**config.mk**
```make
export PLATFORM = sky130hd
export DESIGN_NAME = multicycle_ctrl
export DESIGN_NICKNAME = d
export VERILOG_FILES = /design/src/rtl/multicycle_ctrl.sv
export SDC_FILE = /design/constraint.sdc
export NUM_CORES = 1
export LEC_CHECK = 0
export ABC_AREA = 1
export ABC_CLOCK_PERIOD_IN_PS = 1000
export BUFFER_PORTS_ARGS = -buffer_cell sky130_fd_sc_hd__buf_2
export CAP_MARGIN = 40
export CORE_MARGIN = 3
export CORE_UTILIZATION = 33
export DETAILED_ROUTE_END_ITERATION = 10
export GPL_ROUTABILITY_DRIVEN = 0
export PLACE_DENSITY = 0.89
export SLEW_MARGIN = 25
export SYNTH_ARGS = -nofsm -noshare
export SYNTH_HDL_FRONTEND = slang
export SYNTH_SLANG_ARGS = --single-unit
```
**constraint.sdc**
```tcl
create_clock -name clk -period 1 [get_ports clk]
set_clock_uncertainty 0.05 [all_clocks]
set_input_delay 0.05 -clock clk [delete_from_list [all_inputs] [get_ports clk]]
set_output_delay 0.05 -clock clk [all_outputs]
set_load 0.005 [all_outputs]
```
**src/rtl/multicycle_ctrl.sv**
```systemverilog
// Multicycle CPU control FSM: FETCH/DECODE/EXEC/MEM/WB/HALT with combinational control outputs.
// Optional performance counters are enabled by defining MULTICYCLE_CTRL_PERF_EN.
module multicycle_ctrl (
    input  logic        clk,
    input  logic        rst,
    input  logic        dec_reg_write,
    input  logic        dec_mem_read,
    input  logic        dec_mem_write,
    input  logic        dec_jump,
    input  logic        dec_noop,
    input  logic [2:0]  dec_alu_op,
    input  logic        alu_zero,
    input  logic        mem_ack,
    output logic        mem_req,
    output logic        mem_we,
    output logic        iord,
    output logic        ir_load,
    output logic        pc_write,
    output logic        rf_we,
    output logic        halted,
    output logic [1:0]  pc_src,
    output logic [2:0]  state,
    output logic [31:0] cycle_count,
    output logic [31:0] instr_count
);

    typedef enum logic [2:0] {
        FETCH  = 3'd0,
        DECODE = 3'd1,
        EXEC   = 3'd2,
        MEM    = 3'd3,
        WB     = 3'd4,
        HALT   = 3'd5
    } state_t;

    localparam logic [2:0] ALU_BEQ = 3'b110;

    state_t state_q, state_d;

    always_comb begin
        // NOTE: every output and next-state gets a default first so no path can infer a latch.
        state_d  = state_q;
        mem_req  = 1'b0;
        mem_we   = 1'b0;
        iord     = 1'b0;
        ir_load  = 1'b0;
        pc_write = 1'b0;
        rf_we    = 1'b0;
        halted   = 1'b0;
        pc_src   = 2'b00;
        unique case (state_q)
            FETCH: begin
                mem_req = 1'b1;
                if (mem_ack) begin
                    ir_load  = 1'b1;
                    pc_write = 1'b1;
                    state_d  = DECODE;
                end
            end
            DECODE: begin
                if (dec_noop) begin
                    state_d = HALT;
                end else if (dec_jump) begin
                    pc_write = 1'b1;
                    pc_src   = 2'b10;
                    state_d  = FETCH;
                end else begin
                    state_d = EXEC;
                end
            end
            EXEC: begin
                if (dec_alu_op == ALU_BEQ) begin
                    pc_write = alu_zero;
                    pc_src   = 2'b01;
                    state_d  = FETCH;
                end else if (dec_mem_read || dec_mem_write) begin
                    state_d = MEM;
                end else if (dec_reg_write) begin
                    state_d = WB;
                end else begin
                    state_d = FETCH;
                end
            end
            MEM: begin
                mem_req = 1'b1;
                iord    = 1'b1;
                mem_we  = dec_mem_write & ~dec_mem_read;  // a load wins when both flags are set
                if (mem_ack) state_d = dec_mem_read ? WB : FETCH;
            end
            WB: begin
                rf_we   = 1'b1;
                state_d = FETCH;
            end
            HALT:    halted  = 1'b1;
            default: state_d = FETCH;
        endcase
        if (rst) begin
            state_d  = FETCH;
            mem_req  = 1'b0;
            mem_we   = 1'b0;
            iord     = 1'b0;
            ir_load  = 1'b0;
            pc_write = 1'b0;
            rf_we    = 1'b0;
            halted   = 1'b0;
            pc_src   = 2'b00;
        end
    end

    always_ff @(posedge clk) begin
        // NOTE: sequential state uses non-blocking assignments so all registers update together.
        if (rst) state_q <= FETCH;
        else     state_q <= state_d;
    end

    assign state = rst ? 3'd0 : state_q;

`ifdef MULTICYCLE_CTRL_PERF_EN
    logic [31:0] cycle_q;
    logic [31:0] instr_q;
    logic        instr_done;

    // An instruction retires when control returns to FETCH from a later state, or halts.
    assign instr_done = ((state_d == FETCH) && (state_q inside {DECODE, EXEC, MEM, WB}))
                      || ((state_d == HALT) && (state_q != HALT));

    always_ff @(posedge clk) begin
        if (rst) begin
            cycle_q <= '0;
            instr_q <= '0;
        end else begin
            if (state_q != HALT) cycle_q <= cycle_q + 32'd1;
            if (instr_done)      instr_q <= instr_q + 32'd1;
        end
    end

    assign cycle_count = rst ? 32'd0 : cycle_q;
    assign instr_count = rst ? 32'd0 : instr_q;
`else
    assign cycle_count = 32'd0;
    assign instr_count = 32'd0;
`endif

endmodule

```
---- Yosys cells after proc, flatten, opt, wreduce, memory -nomap -nowiden ----
Index checks and enable logic that the tools add are counted.
Widths: inputs -> output; s select.
word-level totals
  bits in registers ....................... 3
  word-level logic and storage cells ...... 49
  input bits .............................. 12
operators by class
  equal/unequal tests ..................... 8
  bitwise operators ....................... 3
  reduce and logical (&&, ||, !) cells .... 4
  multiplexer cells ....................... 33
operators by type and width
  kind                count
  $mux 3              8
  $mux 1              18
  $pmux 3 s5          1
  $eq 3x3->1 const B  3
  $mux 2              4
  $eq 3x2->1 const B  2
  $ne 2x2->1 const B  2
  $pmux 2 s2          1
  $eq 3x1->1 const B  1
  $logic_not 3->1     1
  $pmux 1 s3          1
  $reduce_and 3->1    1
  $not 1->1           2
  $reduce_or 2->1     1
  $and 1x1->1         1
  $logic_or 1x1->1    1

---- Logic depth before layout (Yosys ltp) ----
Gate-level depths: netlist of run 1.
  depth after elaboration ................. 4
  depth in mapped cells ................... 8
  mapped depth without buffers ............ 7

---- Worst setup path after synthesis of run 1 ----
Ideal clock, no wire load.
  kind .................................... register to register
  from .................................... register state_q[2]
  to ...................................... register state_q[2]
  clock period less this slack ............ 0.974 ns
  setup slack ............................. 0.026 ns
  data arrival time ....................... 0.812 ns
  path buffers ............................ 1
  required time ........................... 0.838 ns
  cell stages (with the launch flop) ...... 9
  path through ............................ dfxtp_1 inv_4 buf_6 nand3_2 nor2_1 nor2_1 nand2_1 nand2_1 nand2_1
on the way
  word-level cells in the longest chain between the ends .. 3
ends and longest elaborated chain
  what                                                      line  RTL
  start: declaration                                        38    state_t state_q, state_d;
  start signal: assignment                                  113   else state_q <= state_d;
  $eq 3x2->1, or another cell as far along                  51    unique case (state_q)
  $ne 2x2->1 (no line) / $not 1->1 (equally long branches)  n/a
  $reduce_and 3->1 (no line)                                n/a
Parallel ways exist; a longest one is shown, timed or not.
A chain may end at the register's enable or synchronous reset.

---- Final worst setup path of run 1 ----
  from .................................... register state_q[0]
  to ...................................... output port pc_src[0]
on the way
  word-level cells in the longest chain between the ends .. 3
ends and longest elaborated chain
  what                                             line  RTL
  $eq 3x2->1 / $eq 3x1->1 (equally long branches)  51
  $pmux 2 s2 (*)                                   51
  $mux 2 (*)                                       97    if (rst) begin
  end: declaration                                 21    output logic [1:0] pc_src,
Mark *: on every way between the ends. The rest lies on a longest branch, timed or not.

==> results.toml, run 1 <==
[run_status]
outcome = "finished, violations left"
failed_checks = "negative setup slack"

[grt]
grt_use_total_pct = 10.44
grt_use_met3_pct = 2.412
use_met1_pct = 9.605
grt_pass1_vias = 608
gr-usage-met2_pct = 17.98
grt_pass1_wl_um = 2649
antenna_found_initial = 0
busiest_layer = "met2"
grt_max_degree = 12
grt-ovfl-total = 0

[logic_synthesis]
synth_edf_count = 0
synth-seq-area-share_pct = 6.531
yosys-top-cells-count = "buf_4, nand2_1, nor2_1, inv_1, nand3_1"
netlist_instances = 135
async_reset_ff_share_pct = 0
yosys-top-cells-area = "buf_4, dfxtp_1, nand2_1"
synth.avg_cell_area_um2 = 6.812
synth_top_area_share_pct = 52.24
synth_area_um2 = 919.6
synth.distinct_cells = 24
synth-seq-cells = 3
synth_warnings = 0
yosys.area.top_type = "buf_4"
synth.most_common_cell = "buf_4"
synth_ff_type = "dfxtp_1"

[critical_path]
crit_slowest_cell = "dfxtp_4"
crit_path_cell_trace = "buf_6 -> nor4_1 -> buf_2"
critical-path-top-delay-family = "flip-flops"
critical_path_peak_fanout = 4
cp_num_buf_inv = 2
cpPeakStageDelay_ps = 360
cp.required_ps = 900
crit_path_end_kind = "output port"
cp_data_arrival_time_ps = 1200
start_kind = "flop"
crit_type = "reg -> out"

[sta]
rsz0062_at_grt = "yes"
timing.hold.ws_ps = 155.0
timing.final.ws_setup_ps = -297.8
min_period_over_period_pct = 129.8
hold_violations = 0
fmax_ghz = 0.7706
slew_violations = 0
setup_viol = 15
tns_ps = -3106
period_minus_slack_ps = 1298

[layout]
reg_top3 = "state_q: 3 flops"
drive_gt1_share_pct = 37.43
post-route-util_pct = 39.04
finalNonFillerCells = 201
synthToLayoutAreaGrowth_pct = 8.979
largest_reg_flops = 3
diodes = 0
top_register = "state_q"
layout.nets = 184

[power]
p_switching_uw = 513.7
p_per_area_nw_per_um2 = 1138
sequentialPowerShare_pct = 17.8
swShare_pct = 45.05
p_leak_nw = 0.6160
combPwrFrac_pct = 61.9
p_total_mw = 1.140
power_frac_clock_pct = 20.2
peakVddDrop_uv = 683.8
intPower_uw = 626.6

[floorplanning]
initial_core_util_pct = 35.82
placementRows = 18
ios = 88
dieArea_um2 = 3456
die_h_um = 58.79
dieWidth_um = 58.79
core-area_um2 = 2567

[clocking]
cts_max_level = 1
cts_sinks = 3
path_clk_slew_ps = 40
cts_hold_buf = 0
root_buffer = "clkbuf_4"
insertion_delay_ps = 250
cts_tree = "yes"
cts_buffers = 3
cts_buffer_depth = 2

[routing]
drt_iter0_drc = 19
drc = 0
antenna_left = 0
via_count = 758
drtPass1Iterations = 4
routed_wl_um = 1937
vias_per_cell = 3.771
wl_per_cell_um = 9.637

[placed_design]
port_buffers = 23
dp_hpwl_um = 1483
dp.cells = 191

[min_path]
hold_class = "in -> reg"

[job]
cap_viol_max_count = 0
## power by group through the flow
stage | Clock, mW | Sequential, mW | Combinational [mW]
global placement | 0 | 0.176 | 0.541
finish | 0.230 | 0.204 | 0.706
floorplan | 0 | 0.153 | 0.586
detailed placement | 0 | 0.177 | 0.552
global route | 0.246 | 0.206 | 0.774
CTS | 0.236 | 0.194 | 0.615
## area by class of cell
cell class                      instances  area, um2
Fill cell                             277       1565
Multi-Input combinational cell        115      564.3
Timing Repair Buffer                   36      237.7
Sequential cell                         3      71.32
Inverter                               12      57.56
Tap cell                               30      37.54
Clock buffer                            4      26.28
Timing Repair inverter                  1      7.507
## final timing paths
kind | start | slack (ps) | cells after the start | endpoint
worst max-delay path | state_q[0] | -300 | 3 | pc_src[0]
worst min-delay path | dec_noop | 150 | 6 | state_q[1]
worst max register to register | state_q[2] | -170 | 8 | state_q[2]
worst min register to register | state_q[2] | 610 | 4 | state_q[2]
## cell usage in the layout (no fill, tap or decap), drive strengths merged
| master | netlist | routed |
|---|---|---|
| conb | 1 | 64 |
| buf | 68 | 36 |
| nand2 | 17 | 17 |
| nor2 | 15 | 15 |
| inv | 12 | 12 |
| nand3 | 9 | 9 |
| clkbuf | 0 | 4 |
| nor4 | 3 | 3 |
| dfxtp | 3 | 3 |
| nand4 | 2 | 2 |
| a21oi | 2 | 2 |
| nand3b | 1 | 1 |
| o21ai | 1 | 1 |
| o211ai | 1 | 1 |
| clkinvlp | 0 | 1 |
## metal layers
layer	wire [um]	part of all wire, %
met5	0	0
met4	76	3.9
met3	248	13
met2	1042	54
met1	570	29
## through the flow
step / setup slack [ps] / cell area [um2]
floorplan: 25.77 / 1156
global placement: -213.8 / 849.6
detailed placement: -268.1 / 849.6
CTS: -296.1 / 950.9
global route: -362.7 / 1002
finish: -297.8 / 1002
## tightest hold or removal path, delay by kind of cell
family / cells / cell delay (ps)
buffers and inverters: 2 / 130
and+or+nand+nor: 4 / 240
## cells by family after synthesis
| logic type | after synthesis | share of synthesized area [%] |
|---|---|---|
| other | 1 | 0.4078 |
| DFF | 3 | 6.531 |
| and+or+nand+nor | 47 | 28.57 |
| buffers and inverters | 80 | 61.63 |
| AOI/OAI and AO/OA | 4 | 2.857 |
## timing repair
| action | 4_1_cts | 5_1_grt |
|---|---|---|
| resized for setup | 16 | 12 |
| buffers inserted | 3 | 4 |
| pin swaps | 4 | 6 |
| endpoints found under the setup margin | 15 | 15 |
| gates cloned | 1 | 0 |
Note: power is estimated with default switching activity, not from simulation.
==> run 2, diff against run 1 <==
--- a/config.mk
+++ b/config.mk
@@ -6,14 +6,15 @@
 export NUM_CORES = 1
 export LEC_CHECK = 0
 export ABC_AREA = 1
-export ABC_CLOCK_PERIOD_IN_PS = 1000
+export ABC_CLOCK_PERIOD_IN_PS = 1200
 export BUFFER_PORTS_ARGS = -buffer_cell sky130_fd_sc_hd__buf_2
 export CAP_MARGIN = 40
-export CORE_MARGIN = 3
-export CORE_UTILIZATION = 33
+export CELL_PAD_IN_SITES_DETAIL_PLACEMENT = 2
+export CELL_PAD_IN_SITES_GLOBAL_PLACEMENT = 2
+export CORE_UTILIZATION = 16
 export DETAILED_ROUTE_END_ITERATION = 10
 export GPL_ROUTABILITY_DRIVEN = 0
-export PLACE_DENSITY = 0.89
+export PLACE_DENSITY = 0.9
 export SLEW_MARGIN = 25
 export SYNTH_ARGS = -nofsm -noshare
 export SYNTH_HDL_FRONTEND = slang
==> constraint.sdc (replaced) <==
create_clock -name clk -period 1.2 [get_ports clk]
set_clock_uncertainty 0.05 [all_clocks]
set_input_delay 0.06 -clock clk [delete_from_list [all_inputs] [get_ports clk]]
set_output_delay 0.06 -clock clk [all_outputs]
set_load 0.005 [all_outputs]
==> run 2 against run 1 <==
The flow still finishes with violations (negative setup slack); flip-flop and latch count unchanged; first-iteration DRC count decreased by 26%; global-route usage decreased by 1.9 points; via count increased by 5.9%; highest routed layer unchanged; sequential power decreased by 28%; largest cell class unchanged; sequential share of layout area decreased by 1.4 points; cell area increased by 16%; hold slack improved by 40 ps; critical path depth increased by 2; register-to-register slack improved by 110 ps; utilization decreased by 18 points; clock power increased by 31%.
==> results.toml, run 2 (synthesis results as in run 1) <==
[routing]
drtPass1Iterations = 2
vias_per_cell = 3.238
via_count = 803
antenna_left = 0
routed_wl_um = 2659
drc = 0
wl_per_cell_um = 10.72
drt_iter0_drc = 14

[floorplanning]
dieWidth_um = 77.82
core-area_um2 = 5507
placementRows = 27
initial_core_util_pct = 16.70
die_h_um = 77.82
dieArea_um2 = 6055
ios = 88

[placed_design]
port_buffers = 23
dp_hpwl_um = 1957

[clocking]
cts_sinks = 3
cts_max_level = 1
cts_buffers = 3
cts_buffer_depth = 2
cts_tree = "yes"
cts_hold_buf = 0
path_clk_slew_ps = 30
root_buffer = "clkbuf_8"
insertion_delay_ps = 220

[sta]
timing.final.ws_setup_ps = -136.5
hold_violations = 0
rsz0062_at_grt = "yes"
min_period_over_period_pct = 111.4
fmax_ghz = 0.7482
period_minus_slack_ps = 1336
slew_violations = 0
setup_viol = 13

[power]
p_per_area_nw_per_um2 = 999.4
peakVddDrop_uv = 242.9
p_total_mw = 1.164
p_leak_nw = 0.6672

[critical_path]
crit_path_end_kind = "output port"
start_kind = "flop"
crit_type = "reg -> out"
cp.required_ps = 1090
cp_data_arrival_time_ps = 1230
critical_path_peak_fanout = 6

[layout]
reg_top3 = "state_q: 3 flops"
final_cell_mix = "conb_1, buf_2, nand2_1, nor2_1, buf_4"
synthToLayoutAreaGrowth_pct = 26.67
regArea_um2 = 66.31
num-fill-cells = 678
post-route-util_pct = 21.15
multiInputGateArea_um2 = 613.1
final_common_cell = "conb_1"
layout.nets = 189
largest_reg_flops = 3
top_register = "state_q"
drive_gt1_share_pct = 42.05
diodes = 0

[min_path]
hold_class = "in -> reg"

[run_status]
failed_checks = "negative setup slack"
outcome = "finished, violations left"

[grt]
grt_max_degree = 12
antenna_found_initial = 1
grt_pass1_wl_um = 3877
grt_pass1_vias = 793
grt_use_total_pct = 8.506
grt-ovfl-total = 0

[job]
cap_viol_max_count = 0
-- run 2: final cells by class --
class | instances | share of cell area, %
Clock buffer | 4 | 3.867
Inverter | 12 | 4.296
Multi-Input combinational cell | 115 | 52.63
Sequential cell | 3 | 5.693
Tap cell | 72 | 7.734
Timing Repair Buffer | 42 | 25.78
-- run 2: power breakdown --
part           switching [mW]  internal [mW]
clock network          0.0751          0.227
logic                   0.389          0.327
registers              0.0236          0.122
total                   0.488          0.676
-- run 2: timing repair --
item	4_1_cts	5_1_grt
buffers inserted	11	4
pin swaps	12	17
resized for setup	18	16
endpoints found under the setup margin	12	14
-- run 2: worst max-delay path: stages, from the launching register on --
cell	delay, ps
dfxtp_2	320
clkinv_4	80
buf_6	120
nand3_4	100
nor4_2	240
buf_2	150
-- run 2: path summary, 6_finish.rpt --
check	slack, ps	depth (start not counted)	from	endpoint
setup / recovery	-140	5	state_q[2]	mem_we
hold / removal	190	5	dec_noop	state_q[0]
setup reg to reg	-60	8	state_q[2]	state_q[0]
hold reg to reg	590	4	state_q[0]	state_q[0]
-- run 2: through the flow --
stage / setup TNS (ps) / worst slack (ps) / area, um2 / instances / hold slack [ps]
2_1_floorplan: 0 / 225.8 / 1156 / 198 / 105.3
3_3_place_gp: 0 / 24.56 / 892.1 / 230 / 314.0
3_5_place_dp: -112.2 / -37.88 / 892.1 / 230 / 329.2
4_1_cts: -768.1 / -135.5 / 1069 / 245 / 204.3
5_1_grt: -1877 / -200.5 / 1165 / 248 / 233.2
6_report: -963.3 / -136.5 / 1165 / 248 / 194.6
-- run 2: metal layers --
metal	up-vias	GRT usage, %	share of wire [%]	routed length [um]
met1	371	7.242	29	782
met4	0	5.472	3.3	87
li1	369	-	-	-
met2	55	16.73	57	1519
met3	8	2.706	10	270
met5	-	0	0	0
==> run 3, diff against run 2 <==
--- a/config.mk
+++ b/config.mk
@@ -9,12 +9,13 @@
 export ABC_CLOCK_PERIOD_IN_PS = 1200
 export BUFFER_PORTS_ARGS = -buffer_cell sky130_fd_sc_hd__buf_2
 export CAP_MARGIN = 40
-export CELL_PAD_IN_SITES_DETAIL_PLACEMENT = 2
-export CELL_PAD_IN_SITES_GLOBAL_PLACEMENT = 2
-export CORE_UTILIZATION = 16
+export CELL_PAD_IN_SITES_DETAIL_PLACEMENT = 0
+export CELL_PAD_IN_SITES_GLOBAL_PLACEMENT = 1
+export CORE_ASPECT_RATIO = 1.4
+export CORE_UTILIZATION = 23
 export DETAILED_ROUTE_END_ITERATION = 10
 export GPL_ROUTABILITY_DRIVEN = 0
-export PLACE_DENSITY = 0.9
+export PLACE_DENSITY = 0.93
 export SLEW_MARGIN = 25
 export SYNTH_ARGS = -nofsm -noshare
 export SYNTH_HDL_FRONTEND = slang
==> run 3 against run 2 <==
The flow still finishes with violations (negative setup slack); power shrank 14%; sequential share of layout area grew 0.93 points; global-route usage shrank 0.62 points; sequential power is essentially flat; routed wire length shrank 35%; flip-flop and latch count is the same; die area shrank 30%; cell area shrank 14%; fmax grew 2.9%; critical path type unchanged; largest power group unchanged.
==> results.toml, run 3 (synthesis results as in run 1) <==
[run_status]
outcome = "finished, violations left"
failed_checks = "negative setup slack"

[layout]
top_register = "state_q"
largest_reg_flops = 3
final_cell_mix = "conb_1, buf_2, nand2_1, buf_4, nor2_1"
drive_gt1_share_pct = 34.71
final_common_cell = "conb_1"
post-route-util_pct = 26.76
reg_top3 = "state_q: 3 flops"
final_area_um2 = 1001
synthToLayoutAreaGrowth_pct = 8.844
num-fill-cells = 400
multiInputGateArea_um2 = 561.8
layout.nets = 183
finalNonFillerCells = 212
regArea_um2 = 66.31
diodes = 0

[clocking]
cts_hold_buf = 0
cts_buffers = 3
cts_sinks = 3
cts_max_level = 1
root_buffer = "clkbuf_8"
cts_tree = "yes"
path_clk_slew_ps = 30
insertion_delay_ps = 220
cts_buffer_depth = 2

[routing]
vias_per_cell = 3.458
drtPass1Iterations = 4
wl_per_cell_um = 8.127
drt_iter0_drc = 21
drc = 0
antenna_left = 0
routed_wl_um = 1723
via_count = 733

[placed_design]
placed_area_um2 = 832.0
dp_hpwl_um = 1287
port_buffers = 23
dp.cells = 197

[critical_path]
r2r-end = "state_q[2]"
cp_num_buf_inv = 2
critical-path-top-delay-family = "flip-flops"
cpPeakStageDelay_ps = 400
crit_path_cell_trace = "buf_4 -> nand3_4 -> nor4_1 -> buf_2"
cp.required_ps = 1090
rr_startpoint = "state_q[2]"
crit_type = "reg -> out"
critical_path_peak_fanout = 7
r2r_cells = 9
start_kind = "flop"
crit_slowest_cell = "dfxtp_4"
r2r_setup_slack_ps = 30
crit_path_end_kind = "output port"
cp_data_arrival_time_ps = 1190

[grt]
grt-ovfl-total = 0
grt_max_degree = 12
antenna_found_initial = 0
grt_pass1_wl_um = 2532
grt_use_total_pct = 7.887
grt_pass1_vias = 570

[power]
p_per_area_nw_per_um2 = 1002
p_leak_nw = 0.6166
peakVddDrop_uv = 584.1
p_total_mw = 1.003

[floorplanning]
ios = 88
die_h_um = 76.82
dieArea_um2 = 4259
core-area_um2 = 3741
dieWidth_um = 55.44
initial_core_util_pct = 24.58
placementRows = 26

[sta]
fmax_ghz = 0.7701
min_period_over_period_pct = 108.2
slew_violations = 0
hold_violations = 0
period_minus_slack_ps = 1298
rsz0062_at_grt = "yes"
timing.final.ws_setup_ps = -98.46
setup_viol = 8

[job]
cap_viol_max_count = 0

[min_path]
hold_end = "state_q[0]"
whs_path_depth = 5
hp-start = "dec_noop"
hold_class = "in -> reg"
[run 3: cell types whose count changed in the layout (fill, tap and decap cells not counted), moves of 2 or more]
| cell | change |
|---|---|
| buf_4 | +2 |
| buf_6 | -8 |
| inv_1 | +2 |
| inv_2 | -2 |
| nand2_1 | +2 |
| nor4_1 | +2 |
[run 3: power breakdown]
group	total, mW	switching, mW	internal, mW
Combinational	0.550	0.307	0.243
Clock	0.305	0.0778	0.228
Sequential	0.148	0.0259	0.122
Total	1.00	0.411	0.593
[run 3: how the worst max path moves through the flow]
| stage | slack, ps | end | cells after the start | from |
|---|---|---|---|---|
| global placement | -4 | state_q[2] | 7 | state_q[1] |
| CTS | -70 | pc_write | 7 | state_q[0] |
| floorplan | 230 | state_q[2] | 8 | state_q[2] |
| detailed placement | -40 | state_q[2] | 7 | state_q[1] |
| finish | -100 | mem_we | 4 | state_q[1] |
| global route | -160 | pc_write | 7 | state_q[0] |
[run 3: metal layers]
metal	part of all wire, %	up-vias	global-route usage, %
met5	0	-	0
met4	5.1	0	8.750
met3	11	6	2.024
met2	54	63	14.22
met1	30	307	6.357
li1	-	357	-
[run 3: stage by stage]
step	setup TNS, ps	hold WS (ps)	worst slack [ps]
floorplan	0	105.3	225.8
global placement	-4.484	311.5	-4.484
detailed placement	-91.45	311.0	-42.13
CTS	-257.1	199.5	-65.13
global route	-968.6	255.7	-155.4
finish	-316.4	206.0	-98.46
[run 3: worst register-to-register path, stage by stage, from the launching register on]
cell and delay (ps):
dfxtp_2 330, clkinv_4 80, buf_4 150, buf_4 140
nand3_2 60, nor2_1 40, nor2_1 80, nand2_1 50
nand2_1 50, nand2_1 40
[run 3: final cells by class]
cell class	count	area share (%)
clock buffer	4	4.500
inverter	12	5.000
multi-input combinational	115	56.13
sequential	3	6.625
tap	42	5.250
timing repair buffer	36	22.50
[run 3: repair_timing]
action | CTS | global route
gates cloned | 0 | 0
pin swaps | 4 | 6
setup buffers | 4 | 7
endpoints found under the setup margin | 12 | 9
resized for setup | 9 | 3
